==> src/rtl/int_pkg.sv <==
// Shared constants and narrowing helper for the interpolator datapath.
package int_pkg;

  localparam int unsigned INT_IN_W  = 16;
  localparam int unsigned INT_OUT_W = 14;

  // Result of a narrowing: clipped value (sign-extended to 64 bits) and clip indication.
  typedef struct packed {
    logic signed [63:0] value;
    logic               clip;
  } sat_res_t;

  // Clip a sign-extended in_w-bit value to the signed out_w-bit range.
  function automatic sat_res_t sat_narrow(input logic signed [63:0] val,
                                          input int unsigned        in_w,
                                          input int unsigned        out_w);
    sat_res_t           res;
    logic signed [63:0] max_v;
    logic signed [63:0] min_v;
    max_v     = (64'sd1 <<< (out_w - 1)) - 64'sd1;
    min_v     = -(64'sd1 <<< (out_w - 1));
    res.value = val;
    res.clip  = 1'b0;
    // Equal widths can never leave the output range.
    if (in_w > out_w) begin
      if (val > max_v) begin
        res.value = max_v;
        res.clip  = 1'b1;
      end else if (val < min_v) begin
        res.value = min_v;
        res.clip  = 1'b1;
      end
    end
    return res;
  endfunction

endpackage

==> src/rtl/int_out_buffer_if.sv <==
// Write/read handshake and status bundle of the interpolator output buffer.
interface int_out_buffer_if
  import int_pkg::*;
#(
  parameter int unsigned IN_W  = INT_IN_W,
  parameter int unsigned OUT_W = INT_OUT_W,
  parameter int unsigned DEPTH = 8
);

  logic                       WRITE_EN;
  logic signed [IN_W-1:0]     DATA_IN;
  logic                       IN_READY;
  logic signed [OUT_W-1:0]    DATA_OUT;
  logic                       OUT_VALID;
  logic                       OUT_READY;
  logic [$clog2(DEPTH):0]     COUNT;
  logic                       FULL;
  logic                       EMPTY;
  logic                       SAT_FLAG;
  logic                       CLR_SAT;

  // Producer/consumer side (drives samples and handshake inputs).
  modport master (
    output WRITE_EN, DATA_IN, OUT_READY, CLR_SAT,
    input  IN_READY, DATA_OUT, OUT_VALID, COUNT, FULL, EMPTY, SAT_FLAG
  );

  // Buffer side.
  modport slave (
    input  WRITE_EN, DATA_IN, OUT_READY, CLR_SAT,
    output IN_READY, DATA_OUT, OUT_VALID, COUNT, FULL, EMPTY, SAT_FLAG
  );

endinterface

==> src/rtl/int_sat_clip.sv <==
// Combinational IN_W -> OUT_W signed narrowing, saturating or wrapping.
module int_sat_clip
  import int_pkg::*;
#(
  parameter int unsigned IN_W   = INT_IN_W,
  parameter int unsigned OUT_W  = INT_OUT_W,
  parameter bit          SAT_EN = 1'b1
) (
  input  logic signed [IN_W-1:0]  data_i,
  output logic signed [OUT_W-1:0] data_o,
  output logic                    clip_o
);

  sat_res_t res;
  logic     unused_res;

  // Select between clipped value and plain low-bit truncation.
  always_comb begin
    res = sat_narrow(64'(data_i), IN_W, OUT_W);
    if (SAT_EN) begin
      data_o = res.value[OUT_W-1:0];
      clip_o = res.clip;
    end else begin
      data_o = data_i[OUT_W-1:0];
      clip_o = 1'b0;
    end
  end

  // Upper bits of the wide result are only sign extension.
  assign unused_res = ^res;

endmodule

==> src/rtl/int_out_buffer.sv <==
// Output FIFO of the interpolator: narrows samples on write, valid/ready on read.
module int_out_buffer
  import int_pkg::*;
#(
  parameter int unsigned IN_W   = INT_IN_W,
  parameter int unsigned OUT_W  = INT_OUT_W,
  parameter int unsigned DEPTH  = 8,
  parameter bit          SAT_EN = 1'b1
) (
  input logic                CLK,
  input logic                RST_SYNC,
  int_out_buffer_if.slave    bus
);

  localparam int unsigned AW = $clog2(DEPTH);

  logic signed [OUT_W-1:0] mem_q [DEPTH];
  logic [AW-1:0]           wr_ptr_q;
  logic [AW-1:0]           rd_ptr_q;
  logic [AW:0]             count_q;
  logic                    sat_flag_q;

  logic signed [OUT_W-1:0] conv_data;
  logic                    conv_clip;
  logic                    full;
  logic                    empty;
  logic                    wr_acc;
  logic                    rd_acc;

  int_sat_clip #(
    .IN_W   (IN_W),
    .OUT_W  (OUT_W),
    .SAT_EN (SAT_EN)
  ) u_sat_clip (
    .data_i (bus.DATA_IN),
    .data_o (conv_data),
    .clip_o (conv_clip)
  );

  // Status comes from registered COUNT only, so there is no write-through on a full buffer.
  always_comb begin
    full   = (count_q == (AW + 1)'(DEPTH));
    empty  = (count_q == '0);
    wr_acc = bus.WRITE_EN && !full;
    rd_acc = !empty && bus.OUT_READY;
  end

  // Pointer and occupancy bookkeeping.
  always_ff @(posedge CLK) begin
    if (RST_SYNC) begin
      wr_ptr_q <= '0;
      rd_ptr_q <= '0;
      count_q  <= '0;
    end else begin
      if (wr_acc) wr_ptr_q <= wr_ptr_q + 1'b1;
      if (rd_acc) rd_ptr_q <= rd_ptr_q + 1'b1;
      unique case ({wr_acc, rd_acc})
        2'b10:   count_q <= count_q + 1'b1;
        2'b01:   count_q <= count_q - 1'b1;
        default: count_q <= count_q;
      endcase
    end
  end

  // Sample storage; contents are don't-care after reset since the pointers restart.
  always_ff @(posedge CLK) begin
    if (!RST_SYNC && wr_acc) mem_q[wr_ptr_q] <= conv_data;
  end

  // Sticky clip flag; a clip in the same cycle as a clear keeps the flag set.
  always_ff @(posedge CLK) begin
    if (RST_SYNC)                sat_flag_q <= 1'b0;
    else if (wr_acc && conv_clip) sat_flag_q <= 1'b1;
    else if (bus.CLR_SAT)        sat_flag_q <= 1'b0;
  end

  // Outputs; DATA_OUT reads the head combinationally and is zeroed when empty.
  always_comb begin
    bus.IN_READY  = !full;
    bus.OUT_VALID = !empty;
    bus.FULL      = full;
    bus.EMPTY     = empty;
    bus.COUNT     = count_q;
    bus.SAT_FLAG  = sat_flag_q;
    bus.DATA_OUT  = empty ? '0 : mem_q[rd_ptr_q];
  end

endmodule

==> src/flat_wrapper.sv <==
// flat-port wrapper written by rule: the top's interface ports become plain ports
module int_out_buffer_flat import int_pkg::*;
#(
  parameter int unsigned IN_W   = INT_IN_W,
  parameter int unsigned OUT_W  = INT_OUT_W,
  parameter int unsigned DEPTH  = 8,
  parameter bit          SAT_EN = 1'b1
)
  (CLK, RST_SYNC, bus_WRITE_EN, bus_DATA_IN, bus_OUT_READY, bus_CLR_SAT, bus_IN_READY, bus_DATA_OUT, bus_OUT_VALID, bus_COUNT, bus_FULL, bus_EMPTY, bus_SAT_FLAG);
  int_out_buffer_if #(.IN_W(IN_W), .OUT_W(OUT_W), .DEPTH(DEPTH)) bus_i ();
  input logic CLK;
  input logic RST_SYNC;
  input wire logic [$bits(bus_i.WRITE_EN)-1:0] bus_WRITE_EN;
  input wire logic [$bits(bus_i.DATA_IN)-1:0] bus_DATA_IN;
  input wire logic [$bits(bus_i.OUT_READY)-1:0] bus_OUT_READY;
  input wire logic [$bits(bus_i.CLR_SAT)-1:0] bus_CLR_SAT;
  output wire logic [$bits(bus_i.IN_READY)-1:0] bus_IN_READY;
  output wire logic [$bits(bus_i.DATA_OUT)-1:0] bus_DATA_OUT;
  output wire logic [$bits(bus_i.OUT_VALID)-1:0] bus_OUT_VALID;
  output wire logic [$bits(bus_i.COUNT)-1:0] bus_COUNT;
  output wire logic [$bits(bus_i.FULL)-1:0] bus_FULL;
  output wire logic [$bits(bus_i.EMPTY)-1:0] bus_EMPTY;
  output wire logic [$bits(bus_i.SAT_FLAG)-1:0] bus_SAT_FLAG;
  assign bus_i.WRITE_EN = bus_WRITE_EN;
  assign bus_i.DATA_IN = bus_DATA_IN;
  assign bus_i.OUT_READY = bus_OUT_READY;
  assign bus_i.CLR_SAT = bus_CLR_SAT;
  assign bus_IN_READY = bus_i.IN_READY;
  assign bus_DATA_OUT = bus_i.DATA_OUT;
  assign bus_OUT_VALID = bus_i.OUT_VALID;
  assign bus_COUNT = bus_i.COUNT;
  assign bus_FULL = bus_i.FULL;
  assign bus_EMPTY = bus_i.EMPTY;
  assign bus_SAT_FLAG = bus_i.SAT_FLAG;
  int_out_buffer #(.IN_W(IN_W), .OUT_W(OUT_W), .DEPTH(DEPTH), .SAT_EN(SAT_EN)) u_core (.CLK(CLK), .RST_SYNC(RST_SYNC), .bus(bus_i));
endmodule
==> config.mk <==
export PLATFORM = sky130hd
export DESIGN_NAME = int_out_buffer_flat
export DESIGN_NICKNAME = d
export VERILOG_FILES = /design/src/rtl/int_pkg.sv /design/src/rtl/int_out_buffer_if.sv /design/src/rtl/int_sat_clip.sv /design/src/rtl/int_out_buffer.sv /design/src/flat_wrapper.sv
export SDC_FILE = /design/constraint.sdc
export NUM_CORES = 1
export LEC_CHECK = 0
export BUFFER_PORTS_ARGS = -buffer_cell sky130_fd_sc_hd__buf_2
export CORE_AREA = 2 2 106 108
export DETAILED_ROUTE_END_ITERATION = 10
export DIE_AREA = 0 0 108 110
export PLACE_DENSITY = 0.66
export REMOVE_ABC_BUFFERS = 1
export SLEW_MARGIN = 20
export SYNTH_ARGS = -nofsm -noshare
export SYNTH_HDL_FRONTEND = slang
export SYNTH_SLANG_ARGS = --single-unit
==> constraint.sdc <==
create_clock -name CLK -period 3.8 [get_ports CLK]
set_input_delay 0.19 -clock CLK [delete_from_list [all_inputs] [get_ports CLK]]
set_output_delay 0.19 -clock CLK [all_outputs]
set_load 0.05 [all_outputs]
**Word level (Yosys, flattened, before mapping)**

Memory sizes are Yosys's and may differ from the RTL's. A register that Yosys moved wholly into a read port is not among the register bits.
Index checks and enable logic that the tools add are counted.

- Register bits: 11
- Bits in writable memories: 112
- Memories kept: 1
- Memory bits (read-only): 0
- Logic and storage cells: 34
- Bits in latches: 0
- Output and inout bits: 23

Memories:

| name | words | width | rd ports | clocked after Yosys merged registers in | write ports | line | RTL |
|---|---|---|---|---|---|---|---|
| u_core.mem_q | 8 | 14 | 1 | 1 | 1 | int_out_buffer.sv:17 | `logic signed [OUT_W-1:0] mem_q [DEPTH];` |

- Magnitude comparators: 2
- Shift operators: 0
- Bitwise logic cells: 0
- Muxes and demuxes: 10
- Reduce and logical (&&, ||, !) cells: 10
- Divide/modulo/power cells: 0
- Add/subtract/negate cells: 4
- Equality and inequality tests: 3
- Multiply operators: 0

Operator list:

| operator | number |
|---|---|
| $mux W15 | 2 |
| $gt A16 B14 Y1 const B | 1 |
| $lt A16 B14 Y1 const B | 1 |
| $mux W14 | 1 |
| $pmux W4 S2 | 1 |
| $add A3 B1 Y3 const B | 2 |
| $mux W3 | 2 |
| $add A4 B1 Y4 const B | 1 |
| $eq A4 B4 Y1 const B | 1 |
| $logic_and A1 B1 Y1 | 4 |
| $logic_not A4 Y1 | 1 |
| $mux W1 | 4 |
| $reduce_bool A2 Y1 | 2 |
| $sub A4 B1 Y4 const B | 1 |
| $logic_not A1 Y1 | 3 |
| $eq A2 B1 Y1 const B | 1 |
| $eq A2 B2 Y1 const B | 1 |

**Longest topological paths before layout**

- Depth in word-level cells: 6
- Gate-level depth with buffers: 10
- Depth with buffers taken out: 9

**Modules after synthesis**

A second synthesis with hierarchy kept.

- Cell total of the unflattened synthesis: 310
- Area total of the unflattened synthesis: 5,317.6 um2

Modules (own cells, without submodules):

| module | cells each | seq. area each (um2) | area each (um2) | times used |
|---|---|---|---|---|
| int_out_buffer | 259 | 3,643.5 | 4,964.8 | 1 |
| int_sat_clip | 51 | 0.0 | 352.8 | 1 |

**Worst setup path after synthesis**

Ideal clock, no wire load.

- Kind: register -> register
- Start point: register u_core.count_q[1] (netlist: u_core.bus.COUNT[1])
- End point: memory u_core.mem_q[0][0] (netlist bit) (enable)
- Stages on the path, launching flop included: 6
- Arrival time: 2.588 ns
- Path buffers: 1
- Required time: 3.397 ns
- Path slack: 0.810 ns
- Setup time: 0.403 ns
- Path through: dfxtp_1 -> or4b_1 -> buf_4 -> nand2_4 -> or3_4 -> nor3_1

- Word-level cells in the longest chain between the ends: 6

RTL lines:

| item | line | RTL |
|---|---|---|
| start: declaration | int_out_buffer.sv:20 | `logic [AW:0] count_q;` |
| start signal: assignment | int_out_buffer.sv:58 | `2'b10: count_q <= count_q + 1'b1;` |
| start signal: assignment | int_out_buffer.sv:59 | `2'b01: count_q <= count_q - 1'b1;` |
| start signal: assignment | int_out_buffer.sv:60 | `default: count_q <= count_q;` |
| $eq A4 B4 Y1 | int_out_buffer.sv:42 | `full = (count_q == (AW + 1)'(DEPTH));` |
| $logic_not A1 Y1 | n/a |  |
| via bus_IN_READY | flat_wrapper.sv:17 | `output wire logic [$bits(bus_i.IN_READY)-1:0] bus_IN_READY;` |
| $logic_and A1 B1 Y1 | int_out_buffer.sv:44 | `wr_acc = bus.WRITE_EN && !full;` |
| $logic_and A1 B1 Y1 | int_out_buffer.sv:67 | `if (!RST_SYNC && wr_acc) mem_q[wr_ptr_q] <= conv_data;` |
| $mux W1 | int_out_buffer.sv:67 |  |
| $mux W1 (not written as such) | int_out_buffer.sv:67 |  |
| end: declaration | int_out_buffer.sv:17 |  |

The timed path passes the listed nets, and every way through them passes these cells.

==> run metrics <==
initial core utilization 49.4%; total die area 0.0119 mm²; Power Density just over 700 mW/mm²; GRT overflow 0; GRT Total Usage 19.0%; Design Area, Final about 0.0062 mm²; post-synth top area share about 64%; Finished Layout Cells around 540; Clock Pin Slew Worst Setup and Hold Paths approximately 0.060 ns; die width 108 µm; Critical Path Source Type flop; critical path required time 3.61 ns; CORE AREA approximately 0.011 mm²; WL per Instance 19.2 µm; slew margin rel. just over 30%; H-tree lvl count 4; global-route wire length before repair around 16,000 µm; io pins 44; Max Root-Sink Buffers 2; Syn. warnings 0; Die Ht between 100 and 150 µm; antenna cells 0; CP arrival about 2.6 ns; total CTS buffers 17; cell leakage power approximately 2.2 nW; Setup WS post-layout 1.06 ns; via count 2,945; Hold Path Class input pin to flop; ANT nets after route 0; mapped cell area ~0.0053 mm²; Post-Synthesis Cells ~330; P&R area growth vs syn 17.4%; Area after DPL roughly 0.0057 mm²; vias in the first global route between 2,000 and 3,000; Peak VDD IR 491 µV; top post-synthesis cells by area edfxtp_1 (64%), mux4_2 (12%), dfxtp_1 (5.3%); row count 38; Seq cells post-synth roughly 130; Vias/cell ~5.5; drc violations 0; largest net degree at the start of global routing 37; Post-synth EDFFs 112; min cycle time layout ~2.7 ns; Worst-Margin Slew approximately 1.0 ns; fraction of final layout cells sized beyond drive strength 1 about 30%; top_reg_cell synth edfxtp_1; Setup Crit Path Kind flop to primary output; period utilization 72.0%; placed cells approximately 510; top post-synthesis cells by count edfxtp_1 (112), nor2_1 (68), mux4_2 (28); setup_tns 0 ns; CP max FO 18; gpl congestion slightly below 0.8; max_cap viols 0; Slew Viols, Final 0; Fin. Hold Viols 0; max frequency roughly 370 MHz; port bufs between 40 and 50; Synth Area per Inst about 16 µm²; clock root buffer clkbuf_8; DP HPWL 5900 µm; asr flop ratio synth 0%; drt initial violations 220; Yosys cell types 37; Post-Place Setup Slack ~1.2 ns; Final Net Count 412; crit path capture type primary output; DRT Pass-1 Iters 4; most common cell in the synthesized netlist edfxtp_1; initial antenna violation count 0; TritonCTS Sinks 126; status complete, no violations; # fillers about 840; # setup viols final 0; post-synth top area cell edfxtp_1; unrepaired setup endpoints after global routing false; Worst Clk Skew between 0.008 and 0.009 ns; sequential share of the synthesized area between 60 and 70%; Total Wirelength between 10,000 and 15,000 µm; clock latency on the worst-skew pair 0.51 ns; CTS tree done
==> registers in the layout, summed over array words and instances (netlist names), named ones only <==
name                 count
u_core.mem_q           112
u_core.bus.COUNT         4
u_core.rd_ptr_q          3
u_core.wr_ptr_q          3
u_core.bus.SAT_FLAG      1
==> where the power goes <==
part	internal, mW	switching, mW	total, mW
logic	0.403	0.905	1.31
clock network	0.888	0.534	1.42
registers	1.60	0.0696	1.67
==> cell usage in the layout, fill, tap and decap left out, types with 3 or more instances in the layout <==
| master | n |
|---|---|
| clkbuf_16 | 17 |
| a21oi_1 | 16 |
| dfxtp_1 | 13 |
| edfxtp_1 | 112 |
| nand2_1 | 16 |
| ha_1 | 5 |
| buf_2 | 43 |
| xor2_1 | 6 |
| clkbuf_8 | 4 |
| nor2b_1 | 3 |
| nand3_1 | 3 |
| nor2_1 | 68 |
| clkbuf_1 | 5 |
| inv_1 | 3 |
| buf_4 | 9 |
| mux4_2 | 28 |
| clkinv_2 | 4 |
| mux2i_1 | 15 |
==> area by class of cell <==
type | instances | area (µm²) | share of cell area, %
clock inverter | 6 | 32.5 | 0.524
tap | 140 | 175 | 2.82
inverter | 3 | 11.3 | 0.181
timing repair buffer | 54 | 303 | 4.88
sequential | 126 | 3640 | 58.7
clock buffer | 26 | 499 | 8.05
multi-input combinational | 184 | 1540 | 24.8
==> worst paths after layout <==
path	start	end	slack, ns	depth (start not counted)
max	flop	bus_DATA_OUT[12]	1.06	5
min reg2reg	u_core.rd_ptr_q[1]	u_core.rd_ptr_q[1]	0.52	2
min	RST_SYNC	u_core.bus.COUNT[1]	0.04	2
max reg2reg	u_core.bus.COUNT[0]	u_core.bus.COUNT[3]	1.15	6
==> worst max-delay path: stages (launching register included) <==
cell and delay (ns):
dfxtp_2 0.57, buf_4 0.43, mux4_2 0.55, mux2i_1 0.19
nor2_1 0.05, buf_2 0.23
==> repair_timing <==
| action | in CTS | in global routing |
|---|---|---|
| gates resized for setup | 0 | 0 |
| endpoints found under the hold margin | 2 | 0 |
| hold buffers | 2 | 0 |
| setup buffers | 0 | 0 |
==> cells by family after synthesis <==
kind of cell,count (synthesis),share of synthesized area [%]
multiplexers,44,15.0
AO/OA/AOI/OAI,22,2.42
adder cells (fa/ha/maj),5,1.18
flip-flops,126,69.0
AND/OR/NAND/NOR,106,9.07
buffers and inverters,22,2.23
XOR/XNOR,7,1.16
==> per-stage QoR <==
step,hold slack (ns),utilization [%],power [mW]
3_5_place_dp,0.485,52.8,3.02
4_1_cts,0.00749,58.0,4.45
6_report,0.0352,58.0,4.40
3_3_place_gp,0.483,52.8,3.00
2_1_floorplan,0.252,-,2.69
5_1_grt,0.0241,58.0,4.60
==> per-layer routing <==
layer / part of all wire (%) / wire (µm) / vias up / global-route usage [%]
met4: 1.3 / 131 / 0 / 6.96
met5: 0 / 0 / - / 0
met2: 49 / 5090 / 97 / 31.3
met3: 7.5 / 780 / 12 / 5.47
met1: 42 / 4370 / 1468 / 24.2
li1: - / - / 1368 / -
No activity file was read; power rests on OpenSTA's default activity.
